## config.mk

```make
export PLATFORM = sky130hd
export DESIGN_NAME = link_sync_ctrl_flat
export DESIGN_NICKNAME = d
export VERILOG_FILES = /design/src/rtl/link_sync_ctrl_pkg.sv /design/src/rtl/link_sync_ctrl_if.sv /design/src/rtl/link_sync_ctrl_sat_counter.sv /design/src/rtl/link_sync_ctrl.sv /design/src/flat_wrapper.sv
export SDC_FILE = /design/constraint.sdc
export NUM_CORES = 1
export LEC_CHECK = 0
export CORE_UTILIZATION = 40
export CTS_BUF_LIST = sky130_fd_sc_hd__clkbuf_4 sky130_fd_sc_hd__clkbuf_8 sky130_fd_sc_hd__clkbuf_16
export DETAILED_ROUTE_END_ITERATION = 8
export SLEW_MARGIN = 10
export SYNTH_ARGS = -nofsm -noshare
export SYNTH_HDL_FRONTEND = slang
export SYNTH_HIERARCHICAL = 1
export SYNTH_SLANG_ARGS = --single-unit
```

## constraint.sdc

```tcl
create_clock -name clk_f -period 6.8 [get_ports clk_f]
set_input_delay 0.68 -clock clk_f [delete_from_list [all_inputs] [get_ports clk_f]]
set_output_delay 0.68 -clock clk_f [all_outputs]
set_load 0.02 [all_outputs]
```

## src/rtl/link_sync_ctrl_pkg.sv

```systemverilog
// Shared link-sync definitions: state encoding, default comma character, counter sizing.
// No logic and no latency; used by the sync controller and the serdes blocks.
// No backpressure: constants and types only.
package link_pkg;

    typedef enum logic [1:0] {
        ST_SEARCH  = 2'd0,
        ST_SLIP    = 2'd1,
        ST_LOCKING = 2'd2,
        ST_ACTIVE  = 2'd3
    } state_t;

    localparam logic [7:0] LINK_COMMA = 8'hBC;

    function automatic int cnt_width(input int max_val);
        return $clog2(max_val + 1);
    endfunction

endpackage

```

## src/rtl/link_sync_ctrl_if.sv

```systemverilog
// Word-stream bundle between deserializer-side logic and link_sync_ctrl.
// Stats signals exist only when LINK_SYNC_STATS_EN is defined.
// No flow control: one word per clk_f, no backpressure.
interface link_sync_ctrl_if;

    logic       link_en;
    logic [7:0] word_in;
    logic [7:0] data_out;
    logic       valid_out;
    logic       active_out;
    logic       bitslip;
    logic       sync_lost;
    logic [1:0] state_out;
`ifdef LINK_SYNC_STATS_EN
    logic       stats_clr;
    logic [7:0] slip_cnt;
    logic [7:0] loss_cnt;

    modport slave (
        input  link_en, word_in, stats_clr,
        output data_out, valid_out, active_out, bitslip, sync_lost, state_out,
        output slip_cnt, loss_cnt
    );
    modport master (
        output link_en, word_in, stats_clr,
        input  data_out, valid_out, active_out, bitslip, sync_lost, state_out,
        input  slip_cnt, loss_cnt
    );
`else
    modport slave (
        input  link_en, word_in,
        output data_out, valid_out, active_out, bitslip, sync_lost, state_out
    );
    modport master (
        output link_en, word_in,
        input  data_out, valid_out, active_out, bitslip, sync_lost, state_out
    );
`endif

endinterface

```

## src/rtl/link_sync_ctrl_sat_counter.sv

```systemverilog
// Saturating up-counter with synchronous clear (clear wins over increment).
// Latency: count updates one clock after inc/clr.
// No backpressure: increments beyond MAX are absorbed.
module sat_counter #(
    parameter int WIDTH = 4,
    parameter int MAX   = 15
) (
    input  logic             clk,
    input  logic             rst_n,
    input  logic             clr,
    input  logic             inc,
    output logic [WIDTH-1:0] count,
    output logic             at_max
);

    localparam logic [WIDTH-1:0] MAX_V = WIDTH'(MAX);

    assign at_max = (count == MAX_V);

    always_ff @(posedge clk or negedge rst_n) begin
        if (!rst_n) begin
            count <= '0;
        end else if (clr) begin
            count <= '0;
        end else if (inc && !at_max) begin
            count <= count + WIDTH'(1);
        end
    end

endmodule

```

## src/rtl/link_sync_ctrl.sv

```systemverilog
// Comma-based link sync: hunts for COMMA runs, bitslips when misaligned, forwards payload when ACTIVE.
// Latency: word_in -> data_out/valid_out is 1 clk_f; optional LINK_SYNC_STATS_EN adds slip/loss counters.
// No backpressure: every word is consumed each cycle; payload is dropped outside ACTIVE.
module link_sync_ctrl
    import link_pkg::*;
#(
    parameter logic [7:0] COMMA     = LINK_COMMA,
    parameter int         LOCK_CNT  = 4,
    parameter int         SEARCH_TO = 16,
    parameter int         SLIP_WAIT = 2,
    parameter int         GAP_MAX   = 64
) (
    input  logic             clk_f,
    input  logic             reset_L,
    link_sync_ctrl_if.slave  lnk
);

    localparam int SW = cnt_width(SEARCH_TO);
    localparam int WW = cnt_width(SLIP_WAIT);
    localparam int LW = cnt_width(LOCK_CNT);
    localparam int GW = cnt_width(GAP_MAX);

    // Terminal values are one below the target: the word being evaluated is what reaches it.
    localparam logic [SW-1:0] SEARCH_M1 = SW'(SEARCH_TO - 1);
    localparam logic [WW-1:0] WAIT_M1   = WW'(SLIP_WAIT - 1);
    localparam logic [LW-1:0] LOCK_M1   = LW'(LOCK_CNT - 1);
    localparam logic [GW-1:0] GAP_M1    = GW'(GAP_MAX - 1);

    state_t     state, state_nxt;
    logic [7:0] data_q, data_nxt;
    logic       valid_q, valid_nxt;
    logic       active_q, active_nxt;
    logic       bitslip_q, bitslip_nxt;
    logic       lost_q, lost_nxt;

    logic [SW-1:0] search_cnt;
    logic [WW-1:0] wait_cnt;
    logic [LW-1:0] lock_cnt;
    logic [GW-1:0] gap_cnt;
    logic search_at_max, wait_at_max, lock_at_max, gap_at_max;
    logic search_inc, search_clr, wait_inc, wait_clr;
    logic lock_inc, lock_clr, gap_inc, gap_clr;

    logic is_comma, search_hit, wait_done, lock_done, gap_hit;

    assign is_comma   = (lnk.word_in == COMMA);
    assign search_hit = (search_cnt == SEARCH_M1) || search_at_max;
    assign wait_done  = (wait_cnt == WAIT_M1) || wait_at_max;
    assign lock_done  = (lock_cnt == LOCK_M1) || lock_at_max;
    assign gap_hit    = (gap_cnt == GAP_M1) || gap_at_max;

    sat_counter #(.WIDTH(SW), .MAX(SEARCH_TO)) u_search_cnt (
        .clk(clk_f), .rst_n(reset_L), .clr(search_clr), .inc(search_inc),
        .count(search_cnt), .at_max(search_at_max)
    );
    sat_counter #(.WIDTH(WW), .MAX(SLIP_WAIT)) u_wait_cnt (
        .clk(clk_f), .rst_n(reset_L), .clr(wait_clr), .inc(wait_inc),
        .count(wait_cnt), .at_max(wait_at_max)
    );
    sat_counter #(.WIDTH(LW), .MAX(LOCK_CNT)) u_lock_cnt (
        .clk(clk_f), .rst_n(reset_L), .clr(lock_clr), .inc(lock_inc),
        .count(lock_cnt), .at_max(lock_at_max)
    );
    sat_counter #(.WIDTH(GW), .MAX(GAP_MAX)) u_gap_cnt (
        .clk(clk_f), .rst_n(reset_L), .clr(gap_clr), .inc(gap_inc),
        .count(gap_cnt), .at_max(gap_at_max)
    );

    // Counters clear by default; each state only releases the counter it owns.
    always_comb begin
        state_nxt   = state;
        data_nxt    = data_q;
        valid_nxt   = 1'b0;
        active_nxt  = 1'b0;
        bitslip_nxt = 1'b0;
        lost_nxt    = 1'b0;
        search_inc  = 1'b0;
        search_clr  = 1'b1;
        wait_inc    = 1'b0;
        wait_clr    = 1'b1;
        lock_inc    = 1'b0;
        lock_clr    = 1'b1;
        gap_inc     = 1'b0;
        gap_clr     = 1'b1;

        if (!lnk.link_en) begin
            state_nxt = ST_SEARCH;
        end else begin
            case (state)
                ST_SEARCH: begin
                    if (is_comma) begin
                        lock_clr = 1'b0;
                        lock_inc = 1'b1;
                        if (LOCK_CNT == 1) begin
                            state_nxt  = ST_ACTIVE;
                            active_nxt = 1'b1;
                        end else begin
                            state_nxt = ST_LOCKING;
                        end
                    end else if (search_hit) begin
                        state_nxt   = ST_SLIP;
                        bitslip_nxt = 1'b1;
                    end else begin
                        search_clr = 1'b0;
                        search_inc = 1'b1;
                    end
                end
                ST_SLIP: begin
                    if (wait_done) begin
                        state_nxt = ST_SEARCH;
                    end else begin
                        wait_clr = 1'b0;
                        wait_inc = 1'b1;
                    end
                end
                ST_LOCKING: begin
                    if (!is_comma) begin
                        state_nxt = ST_SEARCH;
                    end else if (lock_done) begin
                        state_nxt  = ST_ACTIVE;
                        active_nxt = 1'b1;
                    end else begin
                        lock_clr = 1'b0;
                        lock_inc = 1'b1;
                    end
                end
                ST_ACTIVE: begin
                    active_nxt = 1'b1;
                    if (!is_comma) begin
                        if (gap_hit) begin
                            state_nxt  = ST_SEARCH;
                            active_nxt = 1'b0;
                            lost_nxt   = 1'b1;
                        end else begin
                            gap_clr   = 1'b0;
                            gap_inc   = 1'b1;
                            valid_nxt = 1'b1;
                            data_nxt  = lnk.word_in;
                        end
                    end
                end
                default: state_nxt = ST_SEARCH;
            endcase
        end
    end

    always_ff @(posedge clk_f or negedge reset_L) begin
        if (!reset_L) begin
            state     <= ST_SEARCH;
            data_q    <= 8'h00;
            valid_q   <= 1'b0;
            active_q  <= 1'b0;
            bitslip_q <= 1'b0;
            lost_q    <= 1'b0;
        end else begin
            state     <= state_nxt;
            data_q    <= data_nxt;
            valid_q   <= valid_nxt;
            active_q  <= active_nxt;
            bitslip_q <= bitslip_nxt;
            lost_q    <= lost_nxt;
        end
    end

    assign lnk.data_out   = data_q;
    assign lnk.valid_out  = valid_q;
    assign lnk.active_out = active_q;
    assign lnk.bitslip    = bitslip_q;
    assign lnk.sync_lost  = lost_q;
    assign lnk.state_out  = state;

`ifdef LINK_SYNC_STATS_EN
    logic slip_at_max, loss_at_max;

    // Counting on the next-state pulse keeps each counter aligned with its output pulse.
    sat_counter #(.WIDTH(8), .MAX(255)) u_slip_cnt (
        .clk(clk_f), .rst_n(reset_L), .clr(lnk.stats_clr),
        .inc(bitslip_nxt && !slip_at_max),
        .count(lnk.slip_cnt), .at_max(slip_at_max)
    );
    sat_counter #(.WIDTH(8), .MAX(255)) u_loss_cnt (
        .clk(clk_f), .rst_n(reset_L), .clr(lnk.stats_clr),
        .inc(lost_nxt && !loss_at_max),
        .count(lnk.loss_cnt), .at_max(loss_at_max)
    );
`endif

endmodule

```

## src/flat_wrapper.sv

```systemverilog
// flat-port wrapper written by rule: the top's interface ports become plain ports
module link_sync_ctrl_flat import link_pkg::*;
#(
    parameter logic [7:0] COMMA     = LINK_COMMA,
    parameter int         LOCK_CNT  = 4,
    parameter int         SEARCH_TO = 16,
    parameter int         SLIP_WAIT = 2,
    parameter int         GAP_MAX   = 64
)
  (clk_f, reset_L, lnk_link_en, lnk_word_in, lnk_data_out, lnk_valid_out, lnk_active_out, lnk_bitslip, lnk_sync_lost, lnk_state_out);
  link_sync_ctrl_if lnk_i ();
  input  logic clk_f;
  input  logic reset_L;
  input wire logic [$bits(lnk_i.link_en)-1:0] lnk_link_en;
  input wire logic [$bits(lnk_i.word_in)-1:0] lnk_word_in;
  output wire logic [$bits(lnk_i.data_out)-1:0] lnk_data_out;
  output wire logic [$bits(lnk_i.valid_out)-1:0] lnk_valid_out;
  output wire logic [$bits(lnk_i.active_out)-1:0] lnk_active_out;
  output wire logic [$bits(lnk_i.bitslip)-1:0] lnk_bitslip;
  output wire logic [$bits(lnk_i.sync_lost)-1:0] lnk_sync_lost;
  output wire logic [$bits(lnk_i.state_out)-1:0] lnk_state_out;
  assign lnk_i.link_en = lnk_link_en;
  assign lnk_i.word_in = lnk_word_in;
  assign lnk_data_out = lnk_i.data_out;
  assign lnk_valid_out = lnk_i.valid_out;
  assign lnk_active_out = lnk_i.active_out;
  assign lnk_bitslip = lnk_i.bitslip;
  assign lnk_sync_lost = lnk_i.sync_lost;
  assign lnk_state_out = lnk_i.state_out;
  link_sync_ctrl #(.COMMA(COMMA), .LOCK_CNT(LOCK_CNT), .SEARCH_TO(SEARCH_TO), .SLIP_WAIT(SLIP_WAIT), .GAP_MAX(GAP_MAX)) u_core (.clk_f(clk_f), .reset_L(reset_L), .lnk(lnk_i));
endmodule
```

# After elaboration in Yosys (flattened, before gate mapping)
# Cells that the tools add are included.
[classes]
n_addsub = 4
n_eq_ne = 17
mux = 59
bitwise = 2
reduce_logical = 19
[op_table]
columns = ["cell", "n"]
rows = [
  ["1-bit two-way mux", 39],
  ["2-bit two-way mux", 10],
  ["7-bit two-way mux", 2],
  ["5-bit two-way mux", 2],
  ["8-bit equality test (second input constant)", 1],
  ["2-bit case mux with 4 select lines", 1],
  ["2-bit nonzero test", 4],
  ["7-bit by 1-bit adder with 7-bit output (second input constant)", 1],
  ["7-bit by 6-bit equality test with 1-bit output (second input constant)", 1],
  ["7-bit equality test (second input constant)", 1],
  ["2-bit equality test (second input constant)", 3],
  ["3-bit two-way mux", 2],
  ["3-bit by 2-bit inequality test with 1-bit output (second input constant)", 2],
  ["1-bit case mux with 2 select lines", 3],
  ["5-bit by 1-bit adder with 5-bit output (second input constant)", 1],
  ["5-bit by 4-bit equality test with 1-bit output (second input constant)", 1],
  ["5-bit equality test (second input constant)", 1],
  ["5-bit AND reduction", 1],
  ["2-bit by 1-bit equality test with 1-bit output (second input constant)", 2],
  ["1-bit logical AND", 4],
  ["1-bit logical NOT", 4],
  ["1-bit logical OR", 4],
  ["4-bit by 2-bit inequality test with 1-bit output (second input constant)", 1],
  ["4-bit inequality test (second input constant)", 1],
  ["8 further kinds", 9],
]
[word_totals]
regBits = 31
in_bits = 11
out_inout_bits = 14
word_cells = 111

# Longest topological paths before layout
[depth]
depth_word = 9
mapped_depth = 12
mapped_depth_nobuf = 10

# By module
# The synthesis kept the hierarchy.
[modules_own_cells]
columns = ["mod", "n_inst", "cells_per_inst", "area_each_um2", "seq_area_each_um2"]
rows = [
  ["link_sync_ctrl", 1, 60, 728.2, 350.3],
  ["sat_counter at u_core.u_gap_cnt", 1, 46, 437.9, 175.2],
  ["sat_counter at u_core.u_search_cnt", 1, 27, 280.3, 125.1],
  ["sat_counter at u_core.u_lock_cnt", 1, 18, 192.7, 75.1],
  ["sat_counter at u_core.u_wait_cnt", 1, 11, 130.1, 50.0],
]

# Worst setup path after synthesis
# Ideal clock, no wire load.
[synth_path]
kind = "input-to-reg"
startpoint = "input port lnk_word_in[6]"
endpoint = "register u_core.u_gap_cnt.count[0]"
setup_ps = 139
arrival_time_ps = 2500
required_ps = 6661
slack_ps = 4161
stages = 8
path_buffers = 2
path_cell_list = "nand4b_1 > nor4_4 > nand3b_1 > buf_6 > inv_1 > clkbuf_1 > and3b_1 > or4_1"
[synth_between]
word_cells_on_any_way = 10
cone_classes = "1 x eq/ne; 7 x mux; 2 x reduce/logical"
[synth_lines]
columns = ["item", "line_no", "rtl"]
rows = [
  ["start, declared", "flat_wrapper.sv:15", "input wire logic [$bits(lnk_i.word_in)-1:0] lnk_word_in;"],
  ["8-bit equality test (*)", "link_sync_ctrl.sv:46", "assign is_comma = (lnk.word_in == COMMA);"],
  ["1-bit two-way mux (*)", "link_sync_ctrl.sv:129", "if (!is_comma) begin"],
  ["1-bit two-way mux (*)", "link_sync_ctrl.sv:89", "case (state)"],
  ["1-bit two-way mux (*)", "link_sync_ctrl.sv:86", "if (!lnk.link_en) begin"],
  ["named net u_core.gap_clr", "link_sync_ctrl.sv:42", "logic lock_inc, lock_clr, gap_inc, gap_clr;"],
  ["7-bit two-way mux or 2-bit nonzero test (tied branches)", "--", ""],
  ["end signal, assigned", "link_sync_ctrl_sat_counter.sv:26", "count <= count + WIDTH'(1);"],
  ["end, declared", "link_sync_ctrl_sat_counter.sv:12", "output logic [WIDTH-1:0] count,"],
]
# The timed path passes the listed nets; every way through them passes the cells marked *.
# A chain may end at the register's enable or synchronous reset.

# Worst setup path in the final report
[layout_path]
startpoint = "input port lnk_word_in[6]"
endpoint = "register u_core.u_gap_cnt.count[0]"
[layout_between]
elab_chain_cells = 6
word_cells_on_any_way = 10
cone_classes = "1 x eq/ne; 7 x mux; 2 x reduce/logical"
[layout_rtl]
columns = ["item", "line_no", "rtl"]
rows = [
  ["8-bit equality test", "link_sync_ctrl.sv:46", ""],
  ["1-bit two-way mux", "link_sync_ctrl.sv:129", ""],
  ["1-bit two-way mux", "link_sync_ctrl.sv:89", ""],
  ["1-bit two-way mux", "link_sync_ctrl.sv:86", ""],
  ["named net u_core.gap_inc", "link_sync_ctrl.sv:42", ""],
  ["1-bit logical AND", "link_sync_ctrl_sat_counter.sv:25", "end else if (inc && !at_max) begin"],
  ["2-bit nonzero test (no line)", "--", ""],
]
# The timed path passes the listed nets, and every way through them passes these cells.

==> flow_summary.json <==
{
  "worst_hold_path.endpoint": "u_core/lnk.data_out[7]$_DFFE_PN0P_",
  "status": "finished, final reports clean",
  "leakage_uw": 0.0009333,
  "cp_max_fo": 21,
  "diodes": 0,
  "synth-seq-cells": 31,
  "rows": 23,
  "drtAntennaViolNets": 0,
  "synthXorXnorAreaFrac": 0.01980,
  "synth-simple-area-share": 0.2645,
  "die_area_um2": 4693,
  "yosysMostFrequentCell": "dfrtp_1",
  "max_stage_delay_ps": 800,
  "whs_path_depth": 1,
  "wl_per_cell_um": 13.61,
  "slew_headroom": 0.3289,
  "yosysUniqueCellTypes": 40,
  "antenna_found_initial": 0,
  "fin_tns_setup_ps": 0,
  "vias_per_cell": 5.242,
  "crit_path_cell_trace": "clkdlybuf4s50_1, nand4b_1, nor4_4, nand3b_1, inv_1, and3b_1, or4_1",
  "htreeDepth": 2,
  "worstPathRequired_ps": 6940,
  "grtUsageMet3": 0.05099,
  "syn_area_um2": 1769,
  "synth_edf_count": 0,
  "post-route-drc-count": 0,
  "crit_buf_inv": 2,
  "crit_family": "simple AND/OR/NAND/NOR gates",
  "drtIter0Drc": 97,
  "top_usage_layer": "met1",
  "worstRegToRegCells": 10,
  "synth_warnings": 6,
  "start_util": 0.4299,
  "synth_top_area_frac": 0.4385,
  "arrival_ps": 3770,
  "grt_usage": 0.1661,
  "grt-ovfl-total": 0,
  "cp-end-kind": "register",
  "timing.rr.end": "u_core/u_gap_cnt/count[5]$_DFFE_PN0P_",
  "final_util": 0.5193,
  "hold_viol_final": 0,
  "use_met2": 0.2341,
  "vias": 1258,
  "r2r_setup_slack_ps": 3440,
  "seqPwrFrac": 0.552,
  "hp-start": "u_core/lnk.data_out[7]$_DFFE_PN0P_",
  "port-buffer-count": 24,
  "hpwl_um": 2413,
  "cts.path.max_buffers": 2,
  "fmax_mhz": 275.8,
  "power.density_nw_per_um2": 158.8,
  "core_area_um2": 4115,
  "syn-num-nets": 180,
  "switching_power_uw": 72.51,
  "syn2layout_area_growth_pct": 20.79,
  "cts_tree": "done",
  "post_synth_inst_count": 162,
  "power_uw": 339.4,
  "r2r_start": "u_core/u_gap_cnt/count[0]$_DFFE_PN0P_",
  "critPathLaunchType": "input port",
  "rsz0062_at_grt": "no",
  "switching_share": 0.2137,
  "drive_gt1_frac": 0.1474,
  "insertion_delay_ps": 280,
  "synth_flop_cell": "dfrtp_1",
  "min_period_ps": 3626,
  "ios": 25,
  "grt_max_degree": 32,
  "syn_avg_cell_area_um2": 10.92,
  "p_comb_frac": 0.055,
  "met1_usage": 0.2391,
  "ir_drop_uv": 92.27,
  "synthAdderAreaFrac": 0.04950,
  "clock_power_share": 0.393,
  "synthArstFlopShare": 1.000,
  "finClkSkew_ps": 9.713,
  "grt_pass1_wl_um": 5630,
  "setup_slack_ps": 3174,
  "internal_power_uw": 266.8,
  "n_fill_cell": 382,
  "synth_top_family_by_area": "simple AND/OR/NAND/NOR gates",
  "wl_um": 3266,
  "die_x_um": 68.51,
  "synth_area_leaders": "dfrtp_1 (44%), mux2_4 (9.3%), ha_1 (5.0%)",
  "drv_slew": 0,
  "tightest_slew_ps": 1004,
  "synthMuxAreaShare": 0.1174,
  "hp-class": "reg -> reg",
  "maxCapViolCount": 0,
  "nets": 209,
  "setup_viol": 0,
  "min_period_over_period": 0.5332,
  "yosysSeqAreaShare": 0.4385,
  "crit_slowest_cell": "nand3b_1",
  "dp_slack_ps": 2875,
  "synth_compound_area_frac": 0.07638,
  "gp_congestion": 0.7547,
  "cts_hold_buf": 0,
  "cts_root_buf": "clkbuf_8",
  "path_class": "in -> reg",
  "cts_sinks": 31,
  "cts_setup_buffers": 0,
  "first_pass_iters": 4,
  "yosys.area.top_type": "dfrtp_1",
  "synthTopCellsByCount": "dfrtp_1 (31), nand2_1 (13), nor2_1 (12)",
  "cts.reportedPaths.clkPinSlew_ps": 50,
  "grt_pass1_vias": 1172,
  "cts_resized": 0,
  "cts_buffers": 5,
  "die_h_um": 68.51
}
[state kept, by name, summed over array words and instances (netlist names), 2 cells and up]
name and count:
u_core/lnk.data_out 8, u_core/u_gap_cnt/count 7, u_core/u_search_cnt/count 5, u_core/u_lock_cnt/count 3
u_core/lnk.state_out 2, u_core/u_wait_cnt/count 2
[worst reg2reg max path, stage by stage (launching register included)]
cell      delay, ps
dfrtp_1         460
inv_1           120
ha_1            240
nand2_1         130
nor2b_1          90
a41oi_4         230
nand3b_1        710
inv_1           530
nand4_1         220
or3_1           380
a21oi_1         150
[cell families after synthesis]
logic type               Yosys count
multiplexers                      15
XOR/XNOR                           4
buffers and inverters             14
AO/OA/AOI/OAI                     19
AND/OR/NAND/NOR                   72
adder cells (fa/ha/maj)            7
flip-flops                        31
[cell usage in the layout, fill, tap and decap left out, drive strengths merged]
cell / Yosys / routed
or3: 3 / 3
nand4bb: 1 / 1
nor4b: 1 / 1
a41oi: 1 / 1
nor4bb: 1 / 1
nand3: 3 / 3
clkbuf: 2 / 6
xor2: 4 / 4
and3: 2 / 2
nor4: 4 / 4
o21bai: 1 / 1
and4bb: 1 / 1
nand3b: 2 / 2
buf: 1 / 1
mux2i: 2 / 2
a21oi: 8 / 8
clkdlybuf4s50: 0 / 24
nor3: 3 / 3
or4: 1 / 1
nand4b: 3 / 3
a21boi: 1 / 1
dfrtp: 31 / 31
o21ai: 6 / 6
a311o: 1 / 1
o311ai: 1 / 1
nand2b: 4 / 4
and2: 2 / 2
inv: 11 / 11
nor2b: 7 / 7
nor2: 12 / 12
and4b: 3 / 3
ha: 7 / 7
nand2: 13 / 13
and3b: 1 / 1
nand4: 5 / 5
mux2: 13 / 13
[per-stage QoR]
| stage | instances | instance area (µm²) | hold slack (ps) |
|---|---|---|---|
| 3_5_place_dp | 234 | 2061 | 496.9 |
| 2_1_floorplan | 162 | 1769 | 384.4 |
| 3_3_place_gp | 234 | 2061 | 497.9 |
| 6_report | 240 | 2137 | 515.7 |
| 4_1_cts | 240 | 2137 | 520.6 |
| 5_1_grt | 240 | 2137 | 532.7 |
[cell type report]
cell class                      instances  area, µm²  area share
Multi-Input combinational cell        117      933.4      0.4368
Sequential cell                        31      775.7      0.3630
Timing Repair Buffer                   25      247.7      0.1159
Clock buffer                            6      76.32     0.03571
Tap cell                               50      62.56     0.02927
Inverter                               11      41.29     0.01932
[metal layers]
layer  up-vias  wire length [µm]
met1       596              1616
li1        634                 -
met4         0                43
met3         6               148
met2        22              1458
met5         -                 0
[power by group through the flow]
stage	clock, µW	sequential, µW	combinational [µW]
2_1_floorplan	0	190	6.55
3_3_place_gp	0	190	18.3
3_5_place_dp	0	191	19.1
4_1_cts	139	187	19.2
5_1_grt	149	187	21.1
6_report	133	187	18.6
[worst max-delay path by stage]
| stage | start | end | cells past startpoint |
|---|---|---|---|
| 6_report | lnk_word_in[6] | u_core/u_gap_cnt/count[0]$_DFFE_PN0P_ | 7 |
| 2_1_floorplan | lnk_word_in[6] | u_core/u_gap_cnt/count[0]$_DFFE_PN0P_ | 8 |
| 5_1_grt | lnk_word_in[6] | u_core/u_gap_cnt/count[0]$_DFFE_PN0P_ | 7 |
| 3_5_place_dp | lnk_word_in[6] | u_core/u_gap_cnt/count[0]$_DFFE_PN0P_ | 7 |
| 3_3_place_gp | lnk_word_in[6] | u_core/u_gap_cnt/count[0]$_DFFE_PN0P_ | 7 |
| 4_1_cts | lnk_word_in[6] | u_core/u_gap_cnt/count[0]$_DFFE_PN0P_ | 7 |
Note: power is estimated with default switching activity, not from simulation.
